===== src/rtl/brent_kung_subtractor_pipe_32b_pkg.sv =====
// Shared definitions for the 32-bit pipelined Brent-Kung subtractor.
//   DATA_W     : full operand / result width
//   SLICE_W    : width handled by one pipeline stage
//   NUM_STAGES : number of pipeline stages (DATA_W / SLICE_W)
//   stage_t    : one pipeline stage register (valid, carry, skewed operands,
//                partially assembled result, operand sign bits)
//   sub_overflow : signed overflow rule for a - b
package brent_kung_subtractor_pipe_32b_pkg;

    localparam int DATA_W     = 32;
    localparam int SLICE_W    = 8;
    localparam int NUM_STAGES = 4;

    typedef struct packed {
        logic              valid;
        logic              carry;   // carry into the next slice (inverted borrow)
        logic [DATA_W-1:0] opa;     // minuend, bytes above this stage still pending
        logic [DATA_W-1:0] opb;     // subtrahend, bytes above this stage still pending
        logic [DATA_W-1:0] res;     // result bytes produced so far
        logic              sign_a;
        logic              sign_b;
    } stage_t;

    // Overflow of a - b: operands of opposite sign and the result sign
    // differs from the minuend sign.
    function automatic logic sub_overflow(input logic sign_a,
                                          input logic sign_b,
                                          input logic sign_d);
        return (sign_a != sign_b) && (sign_d != sign_a);
    endfunction

endpackage


===== src/rtl/brent_kung_adder_8b.sv =====
// 8-bit Brent-Kung parallel-prefix adder slice.
//   a, b  : addends
//   cin   : carry in
//   sum   : a + b + cin (low 8 bits)
//   cout  : carry out
// The carry-in is folded into bit 0's generate, so every prefix span that
// starts at bit 0 needs only a group generate.
module brent_kung_adder_8b (
    input  logic [7:0] a,
    input  logic [7:0] b,
    input  logic       cin,
    output logic [7:0] sum,
    output logic       cout
);

    logic [7:0] g;
    logic [7:0] p;
    logic       g0c;
    logic       g1_0, g3_2, g5_4, g7_6;
    logic       p3_2, p5_4, p7_6;
    logic       g3_0, g7_4, p7_4;
    logic       g7_0;
    logic       g2_0, g4_0, g5_0, g6_0;
    logic [7:0] c;

    assign g   = a & b;
    assign p   = a ^ b;
    assign g0c = g[0] | (p[0] & cin);

    // Up-sweep: pairs, then nibbles, then the full byte.
    assign g1_0 = g[1] | (p[1] & g0c);
    assign g3_2 = g[3] | (p[3] & g[2]);
    assign p3_2 = p[3] & p[2];
    assign g5_4 = g[5] | (p[5] & g[4]);
    assign p5_4 = p[5] & p[4];
    assign g7_6 = g[7] | (p[7] & g[6]);
    assign p7_6 = p[7] & p[6];

    assign g3_0 = g3_2 | (p3_2 & g1_0);
    assign g7_4 = g7_6 | (p7_6 & g5_4);
    assign p7_4 = p7_6 & p5_4;

    assign g7_0 = g7_4 | (p7_4 & g3_0);

    // Down-sweep fills in the remaining prefixes.
    assign g5_0 = g5_4 | (p5_4 & g3_0);
    assign g2_0 = g[2] | (p[2] & g1_0);
    assign g4_0 = g[4] | (p[4] & g3_0);
    assign g6_0 = g[6] | (p[6] & g5_0);

    assign c    = {g6_0, g5_0, g4_0, g3_0, g2_0, g1_0, g0c, cin};
    assign sum  = p ^ c;
    assign cout = g7_0;

endmodule


===== src/rtl/brent_kung_subtractor_pipe_32b.sv =====
// 32-bit subtractor built from four 8-bit Brent-Kung slices, one per
// pipeline stage, with valid/ready flow control.
//   clk_i, rst_ni        : clock, asynchronous active-low reset
//   valid_i / ready_o    : operand handshake
//   op1_i, op2_i         : minuend, subtrahend
//   borrow_i             : borrow in
//   valid_o / ready_i    : result handshake
//   diff_o               : op1 - op2 - borrow (mod 2^32)
//   borrow_o             : unsigned borrow out
//   overflow_o           : signed overflow
//   zero_o               : diff_o == 0
// Subtraction is op1 + ~op2 + ~borrow_i; the final carry is the inverted
// borrow. Outputs are forced to zero whenever valid_o is low, so diff_o is
// quiet during bubbles and reset.
module brent_kung_subtractor_pipe_32b
    import brent_kung_subtractor_pipe_32b_pkg::*;
(
    input  logic              clk_i,
    input  logic              rst_ni,
    input  logic              valid_i,
    output logic              ready_o,
    input  logic [DATA_W-1:0] op1_i,
    input  logic [DATA_W-1:0] op2_i,
    input  logic              borrow_i,
    output logic              valid_o,
    input  logic              ready_i,
    output logic [DATA_W-1:0] diff_o,
    output logic              borrow_o,
    output logic              overflow_o,
    output logic              zero_o
);

    stage_t stg_p0, stg_p1, stg_p2, stg_p3;
    stage_t nxt_p0, nxt_p1, nxt_p2, nxt_p3;
    logic   adv;

    logic [SLICE_W-1:0] sl_a   [NUM_STAGES];
    logic [SLICE_W-1:0] sl_b   [NUM_STAGES];
    logic [SLICE_W-1:0] sl_sum [NUM_STAGES];
    logic               sl_cin [NUM_STAGES];
    logic               sl_cout[NUM_STAGES];

    // The whole pipeline moves as one; it stalls only when a result is
    // waiting and the consumer is not taking it.
    assign adv     = ~stg_p3.valid | ready_i;
    assign ready_o = adv;

    // Slice operand selection: stage k consumes byte k of the skewed operands.
    assign sl_a[0]   = op1_i[SLICE_W-1:0];
    assign sl_b[0]   = ~op2_i[SLICE_W-1:0];
    assign sl_cin[0] = ~borrow_i;

    assign sl_a[1]   = stg_p0.opa[2*SLICE_W-1:SLICE_W];
    assign sl_b[1]   = ~stg_p0.opb[2*SLICE_W-1:SLICE_W];
    assign sl_cin[1] = stg_p0.carry;

    assign sl_a[2]   = stg_p1.opa[3*SLICE_W-1:2*SLICE_W];
    assign sl_b[2]   = ~stg_p1.opb[3*SLICE_W-1:2*SLICE_W];
    assign sl_cin[2] = stg_p1.carry;

    assign sl_a[3]   = stg_p2.opa[4*SLICE_W-1:3*SLICE_W];
    assign sl_b[3]   = ~stg_p2.opb[4*SLICE_W-1:3*SLICE_W];
    assign sl_cin[3] = stg_p2.carry;

    for (genvar k = 0; k < NUM_STAGES; k++) begin : g_slice
        brent_kung_adder_8b u_slice (
            .a    (sl_a[k]),
            .b    (sl_b[k]),
            .cin  (sl_cin[k]),
            .sum  (sl_sum[k]),
            .cout (sl_cout[k])
        );
    end

    // Stage 0 boundary: capture inputs and byte 0 of the difference.
    always_comb begin
        nxt_p0        = '0;
        nxt_p0.valid  = valid_i;
        nxt_p0.carry  = sl_cout[0];
        nxt_p0.opa    = op1_i;
        nxt_p0.opb    = op2_i;
        nxt_p0.res    = {{(DATA_W-SLICE_W){1'b0}}, sl_sum[0]};
        nxt_p0.sign_a = op1_i[DATA_W-1];
        nxt_p0.sign_b = op2_i[DATA_W-1];
    end

    // Stage 1 boundary: add byte 1, earlier result bytes ride along.
    always_comb begin
        nxt_p1                       = stg_p0;
        nxt_p1.carry                 = sl_cout[1];
        nxt_p1.res[2*SLICE_W-1:SLICE_W] = sl_sum[1];
    end

    // Stage 2 boundary: add byte 2.
    always_comb begin
        nxt_p2                           = stg_p1;
        nxt_p2.carry                     = sl_cout[2];
        nxt_p2.res[3*SLICE_W-1:2*SLICE_W] = sl_sum[2];
    end

    // Stage 3 boundary: add byte 3; the full result is now assembled.
    always_comb begin
        nxt_p3                           = stg_p2;
        nxt_p3.carry                     = sl_cout[3];
        nxt_p3.res[4*SLICE_W-1:3*SLICE_W] = sl_sum[3];
    end

    // Only the valid bits are reset; data contents of invalid stages are
    // don't-care and masked at the outputs.
    always_ff @(posedge clk_i or negedge rst_ni) begin
        if (!rst_ni) begin
            stg_p0.valid <= 1'b0;
            stg_p1.valid <= 1'b0;
            stg_p2.valid <= 1'b0;
            stg_p3.valid <= 1'b0;
        end else if (adv) begin
            stg_p0 <= nxt_p0;
            stg_p1 <= nxt_p1;
            stg_p2 <= nxt_p2;
            stg_p3 <= nxt_p3;
        end
    end

    // Operand bytes are fully consumed by the last stage.
    logic unused_p3_ops;
    assign unused_p3_ops = ^{stg_p3.opa, stg_p3.opb};

    assign valid_o    = stg_p3.valid;
    assign diff_o     = stg_p3.valid ? stg_p3.res : '0;
    assign borrow_o   = stg_p3.valid & ~stg_p3.carry;
    assign overflow_o = stg_p3.valid &
                        sub_overflow(stg_p3.sign_a, stg_p3.sign_b, stg_p3.res[DATA_W-1]);
    assign zero_o     = stg_p3.valid & (diff_o == '0);

endmodule


===== config.mk =====
export PLATFORM = sky130hd
export DESIGN_NAME = brent_kung_subtractor_pipe_32b
export DESIGN_NICKNAME = d
export VERILOG_FILES = /design/src/rtl/brent_kung_subtractor_pipe_32b_pkg.sv /design/src/rtl/brent_kung_adder_8b.sv /design/src/rtl/brent_kung_subtractor_pipe_32b.sv
export SDC_FILE = /design/constraint.sdc
export NUM_CORES = 1
export LEC_CHECK = 0
export ABC_AREA = 1
export ABC_CLOCK_PERIOD_IN_PS = 18400
export BUFFER_PORTS_ARGS = -buffer_cell sky130_fd_sc_hd__buf_2
export CAP_MARGIN = 15
export CORE_MARGIN = 2
export CORE_UTILIZATION = 60
export CTS_CLUSTER_DIAMETER = 40
export DETAILED_ROUTE_END_ITERATION = 7
export HOLD_SLACK_MARGIN = 0.08
export PLACE_DENSITY = 0.83
export SLEW_MARGIN = 20
export SYNTH_ARGS = -nofsm -noshare
export SYNTH_HDL_FRONTEND = slang
export SYNTH_SLANG_ARGS = --single-unit

===== constraint.sdc =====
create_clock -name clk_i -period 18.4 [get_ports clk_i]
set_clock_uncertainty 0.05 [all_clocks]
set_input_delay 2.76 -clock clk_i [delete_from_list [all_inputs] [get_ports clk_i]]
set_output_delay 2.76 -clock clk_i [all_outputs]
set_load 0.005 [all_outputs]

==> results of run 1 <==
[stage by stage]
step / cell area (µm²) / utilization / setup WS [ns]
after floorplan: 7402 / - / 7.211
after global placement: 8094 / 0.6739 / 12.33
after detailed placement: 8094 / 0.6739 / 12.30
after CTS: 8647 / 0.7199 / 12.29
after global routing: 8651 / 0.7202 / 12.25
final: 8651 / 0.7202 / 12.28
[metal layers]
layer | share of wire | vias up
li1 | - | 1846
met4 | 0.036 | 0
met5 | 0 | -
met1 | 0.38 | 1749
met3 | 0.040 | 24
met2 | 0.54 | 98
[kinds of logic (layout without fill, tap and decap cells)]
family,Yosys count,count (layout),share of synthesized area
AO/OA/AOI/OAI,33,33,0.02688
XOR/XNOR,12,12,0.01420
adder cells (fa/ha/maj),44,44,0.09466
buffers and inverters,122,257,0.06575
flip-flops,186,186,0.7519
AND/OR/NAND/NOR,84,84,0.04666
[report_power, final]
part           switching [mW]  leakage, nW  internal [mW]
Clock                   0.145        0.264          0.186
Sequential             0.0249         1.79          0.570
Combinational           0.126         1.77         0.0761
[cell usage after synthesis]
cell type    n  area share
edfxtp_1   182        0.74
inv_1      117       0.059
nand2_1     60       0.030
ha_1        24       0.041
fa_1        20       0.054
nor2_1      10      0.0051
nand3_1      8      0.0054
xnor2_1      8      0.0095
a21oi_1      7      0.0047
o21ai_1      7      0.0047
o21ai_0      6      0.0041
a21o_1       4      0.0041
dfrtp_1      4       0.014
o211ai_1     4      0.0041
xor2_1       4      0.0047
a21boi_0     3      0.0030
nand4_1      3      0.0025
buf_2        2      0.0014
buf_6        2      0.0030
buf_8        1      0.0020
nand2_2      1     0.00085
nor2_4       1      0.0015
o21ai_2      1      0.0012
o31ai_1      1      0.0010
or2_2        1     0.00085
[worst paths after layout]
check                                         end  slack (ns)
setup / recovery                          ready_o       12.28
hold / removal               nxt_p3[61]$_DFFE_PP_        0.36
setup reg to reg             nxt_p2[53]$_DFFE_PP_       15.41
hold reg to reg              nxt_p3[61]$_DFFE_PP_        0.36
max in group asynchronous     valid_o$_DFFE_PN0N_       16.10
min in group asynchronous  nxt_p1[99]$_DFFE_PN0N_        2.08
[critical path, delay by kind of cell]
family | cells | cell delay (ns)
buf+inv | 3 | 0.39
simple gates | 1 | 0.16
[state kept, by name, indices dropped and copies added, names as in the netlist]
register and cells:
nxt_p2 49, nxt_p3 41, stg_p3 35, sl_cin 3, nxt_p1 57, valid_o 1
[final cells by class]
class	instances	area [µm²]	area share
clock inverters	15	127.6	0.01475
well taps	147	183.9	0.02126
inverters	117	439.2	0.05077
repair buffers	108	551.8	0.06378
clock buffers	17	425.4	0.04918
flip-flops and latches	186	5565	0.6433
multi-input cells	173	1358	0.1569
==> flow_summary_export.csv, run 1 <==
group,metric,value,unit
run_status,status,"finished, final reports clean",
timing,setup_violations,0,
clock_tree,cts_made_buffers,17,
yosys,synth_area,7402,µm²
global_routing,use_met3,0.04692,
timing,timing.hold.ws,0.3610,ns
global_routing,grtUsageMet2,0.2949,
floorplan,die_h,115.1,µm
timing,tightest_slew,1.052,ns
timing,fmax,163.5,MHz
layout,n_antenna_cell,0,
routing,wl_per_cell,13.16,µm
yosys,yosysSeqAreaShare,0.7519,
routing,first_iter_violations,170,
layout,drive_gt1_frac,0.2321,
critical_path,cp.required,15.59,ns
placement,dp_hpwl,7099,µm
timing,hold_viol,0,
yosys,synth-warning-count,0,
power_and_ir_drop,total_power,1.127,mW
timing,period_needed,6.116,ns
floorplan,initial_core_util,0.6162,
floorplan,rows,40,
yosys,syn_area_per_cell,15.39,µm²
critical_path,crit_chain,"buf_2 > nor2_4 > inv_1 > buf_2",
clock_tree,clk_pin_slew,0.06,ns
timing,tns,0,ns
critical_path,end_kind,"primary output",
global_routing,busiest_layer,"met2",
global_routing,antenna_found_initial,0,
placement,io_buffers,105,
hold_path,holdPathStages,0,
clock_tree,cts_resized,0,
placement,globalplace.congestion,0.8095,
timing,timing.final.crit_share,0.3324,
power_and_ir_drop,p_leak,3.830,nW
hold_path,hold_path_class,"flip-flop to flip-flop",
critical_path,cp_slowest_cell,"nor2_4",
clock_tree,cts_max_level,4,
timing,max_slew_margin,0.2987,
layout,nFillCells,766,
routing,drc_errors,0,
critical_path,critical_path_class,"input port to primary output",
yosys,synth-seq-cells,186,
job,maxCapViolCount,0,
floorplan,die_area,13240,µm²
layout,syn2layout_area_growth,16.87,%
routing,postRouteAntennaNets,0,
critical_path,crit_path_frequent_cell,"buf_2",
yosys,ys_types,25,
critical_path,path_max_fanout,6,
clock_tree,cts_root_buf,"clkbuf_16",
critical_path,start_kind,"input port",
yosys,synthCells,481,
critical_path,r2r-start,"valid_o$_DFFE_PN0N_",
clock_tree,post-cts-setup-buffer-count,0,
power_and_ir_drop,ir_worst_vdd,0.06885,mV
global_routing,grt-ovfl-total,0,
layout,final_common_cell,"edfxtp_1",
critical_path,worst_path_largest_cell_delay,0.16,ns
yosys,synth_nets,594,
clock_tree,clkLatencyLatePin,0.42,ns
critical_path,cp-startpoint,"ready_i",
critical_path,reg2regPathDepth,6,
routing,via_per_inst,4.872,
global_routing,grtUsageMet1,0.1799,
floorplan,top_level_ports,106,
layout,layoutNonFillerInstCount,763,
critical_path,cp.arrival,3.31,ns
routing,route.vias.total,3717,
clock_tree,hold_buffers,0,
global_routing,grt_max_degree,96,
clock_tree,cts_sinks,186,
timing,maxSlewViolCount,0,
placement,dp_cells,731,
hold_path,worstHoldStart,"nxt_p2[61]$_DFFE_PP_",
global_routing,grt_pass1_wl,16280,µm
floorplan,coreArea,12010,µm²
power_and_ir_drop,p_per_area,130.3,nW/µm²
floorplan,die_w,115.1,µm
layout,fin_nets,716,
clock_tree,clock_path_buffers,2,
clock_tree,cts_tree,"built",
global_routing,gr-usage-all-layers,0.1693,
global_routing,first_global_vias,3686,
routing,drt-total-wl,10040,µm
routing,dr.pass1.iters,4,
layout,mostFrequentLayoutCells,"edfxtp_1 (182), inv_1 (117), buf_2 (105)",
timing,rsz0062_at_grt,"false",
No activity file was read; power rests on OpenSTA's default activity.
==> inputs of run 2 (changes only) <==
--- a/config.mk
+++ b/config.mk
@@ -6,15 +6,15 @@
 export NUM_CORES = 1
 export LEC_CHECK = 0
 export ABC_AREA = 1
-export ABC_CLOCK_PERIOD_IN_PS = 18400
+export ABC_CLOCK_PERIOD_IN_PS = 5100
 export BUFFER_PORTS_ARGS = -buffer_cell sky130_fd_sc_hd__buf_2
 export CAP_MARGIN = 15
 export CORE_MARGIN = 2
-export CORE_UTILIZATION = 60
+export CORE_UTILIZATION = 51
 export CTS_CLUSTER_DIAMETER = 40
 export DETAILED_ROUTE_END_ITERATION = 7
 export HOLD_SLACK_MARGIN = 0.08
-export PLACE_DENSITY = 0.83
+export PLACE_DENSITY = 0.75
 export SLEW_MARGIN = 20
 export SYNTH_ARGS = -nofsm -noshare
 export SYNTH_HDL_FRONTEND = slang
==> constraint.sdc (replaced) <==
create_clock -name clk_i -period 5.1 [get_ports clk_i]
set_clock_uncertainty 0.05 [all_clocks]
set_input_delay 0.765 -clock clk_i [delete_from_list [all_inputs] [get_ports clk_i]]
set_output_delay 0.765 -clock clk_i [all_outputs]
set_load 0.005 [all_outputs]
==> run 2 against run 1 <==
Sequential power increased to 3.6 times the previous value. Wire length rose by 4.6%. Combinational power increased to 3.6 times the previous value. Count of clock-buffer cells in the layout rose by 1.
==> flow_summary_export.csv, run 2 (synthesis gave the netlist of run 1 again) <==
group,metric,value,unit
clock_tree,clk_pin_slew,0.06,ns
global_routing,gr-usage-all-layers,0.1448,
global_routing,first_global_vias,3870,
critical_path,crit_buf_inv,4,
timing,period_needed,2.782,ns
layout,mostFrequentLayoutCells,"edfxtp_1 (182), inv_1 (117), buf_2 (105)",
global_routing,grt-ovfl-total,0,
placement,dpl-instance-area,8153,µm²
placement,globalplace.congestion,0.8189,
power_and_ir_drop,ir_worst_vdd,0.2274,mV
placement,dp_cells,768,
power_and_ir_drop,combPwrFrac,0.176,
routing,drt-total-wl,10500,µm
power_and_ir_drop,p_per_area,472.4,nW/µm²
job,maxCapViolCount,0,
floorplan,die_area,15490,µm²
critical_path,end_kind,"flip-flop",
routing,route.vias.total,3718,
clock_tree,post-cts-setup-buffer-count,0,
critical_path,cp_slowest_cell,"nor2_4",
layout,fin_area,8741,µm²
floorplan,die_w,124.5,µm
run_status,status,"finished, final reports clean",
clock_tree,cts_max_level,4,
layout,layoutNonFillerInstCount,801,
floorplan,rows,44,
layout,final_common_cell,"edfxtp_1",
global_routing,antenna_found_initial,0,
routing,wl_per_cell,13.11,µm
clock_tree,cts_root_buf,"clkbuf_16",
clock_tree,clkLatencyLatePin,0.42,ns
timing,tightest_slew,0.8188,ns
power_and_ir_drop,switching_share,0.2612,
power_and_ir_drop,p_int,3.051,mW
layout,syn2layout_area_growth,18.09,%
clock_tree,cts_tree,"built",
hold_path,hold_path_class,"flip-flop to flip-flop",
clock_tree,cts_sinks,186,
critical_path,worst_path_largest_cell_delay,0.65,ns
layout,n_antenna_cell,0,
timing,max_slew_margin,0.4529,
timing,fmax,359.5,MHz
power_and_ir_drop,p_switching,1.079,mW
routing,via_per_inst,4.642,
routing,drc_errors,0,
floorplan,coreArea,14370,µm²
timing,rsz0062_at_grt,"false",
global_routing,use_met3,0.03823,
timing,maxSlewViolCount,0,
critical_path,reg2regPathDepth,10,
layout,nFillCells,1075,
critical_path,cp.required,5.10,ns
layout,largest_reg_flops,57,
clock_tree,hold_buffers,1,
critical_path,cp_top_family,"buffers and inverters",
clock_tree,cts_resized,0,
global_routing,grt_pass1_wl,17330,µm
global_routing,busiest_layer,"met2",
global_routing,grt_max_degree,112,
power_and_ir_drop,total_power,4.130,mW
clock_tree,cts_made_buffers,17,
placement,io_buffers,105,
power_and_ir_drop,p_leak,3.847,nW
global_routing,grtUsageMet1,0.1555,
floorplan,die_h,124.5,µm
layout,drive_gt1_frac,0.2318,
critical_path,critical_path_class,"input port to flip-flop",
critical_path,worst-path-stages,5,
timing,setup_violations,0,
layout,fin_nets,717,
critical_path,cp.arrival,2.79,ns
timing,tns,0,ns
power_and_ir_drop,seq_power_share,0.519,
routing,first_iter_violations,173,
critical_path,start_kind,"input port",
floorplan,initial_core_util,0.5152,
routing,dr.pass1.iters,4,
placement,dp_hpwl,7334,µm
hold_path,holdPathStages,0,
global_routing,grtUsageMet2,0.2626,
critical_path,path_max_fanout,44,
clock_tree,clock_path_buffers,2,
power_and_ir_drop,clkPwrFrac,0.305,
floorplan,top_level_ports,106,
timing,hold_viol,0,
layout,finalCoreUtilization,0.6083,
routing,postRouteAntennaNets,0,
timing,timing.final.crit_share,0.5454,
critical_path,crit_chain,"dlygate4sd3_1 > buf_2 > inv_1 > nor2_4 > buf_4",
## run 2: area by class of cell
class | instances | area, µm² | share of cell area
clock buffers | 18 | 429.2 | 0.04910
clock inverters | 14 | 148.9 | 0.01703
inverters | 117 | 439.2 | 0.05024
multi-input cells | 173 | 1358 | 0.1553
flip-flops and latches | 186 | 5565 | 0.6367
well taps | 184 | 230.2 | 0.02634
repair buffers | 109 | 570.5 | 0.06527
## run 2: power by group through the flow
stage | sequential, mW | clock [mW] | combinational, mW
2_1_floorplan | 2.16 | 0 | 0.503
6_report | 2.14 | 1.26 | 0.727
5_1_grt | 2.17 | 1.35 | 0.841
4_1_cts | 2.15 | 1.29 | 0.743
3_3_place_gp | 2.16 | 0 | 0.699
3_5_place_dp | 2.18 | 0 | 0.739
## run 2: worst paths after layout
kind / start / endpoint / slack [ns]
max: rst_ni / nxt_p1[47]$_DFFE_PP_ / 2.32
min: nxt_p2[97]$_DFFE_PP_ / nxt_p3[97]$_DFFE_PP_ / 0.37
max reg2reg: nxt_p3[58]$_DFFE_PP_ / stg_p3[33]$_DFFE_PP_ / 2.69
min reg2reg: nxt_p2[97]$_DFFE_PP_ / nxt_p3[97]$_DFFE_PP_ / 0.37
max in group asynchronous: rst_ni / nxt_p1[99]$_DFFE_PN0N_ / 4.25
min in group asynchronous: rst_ni / nxt_p3[99]$_DFFE_PN0N_ / 0.63
## run 2: metal layers
layer  up-vias  wire [µm]
li1       1853          -
met1      1759       4210
met2        90       5667
met3        16        392
met4         0        230
met5         -          0
## run 2: stage by stage
step / worst slack, ns / hold WS, ns
finish: 2.318 / 0.3651
global route: 2.184 / 0.3692
CTS: 2.309 / 0.3656
detailed placement: 1.917 / 0.3545
global placement: 2.061 / 0.3506
floorplan: 1.127 / 0.3503
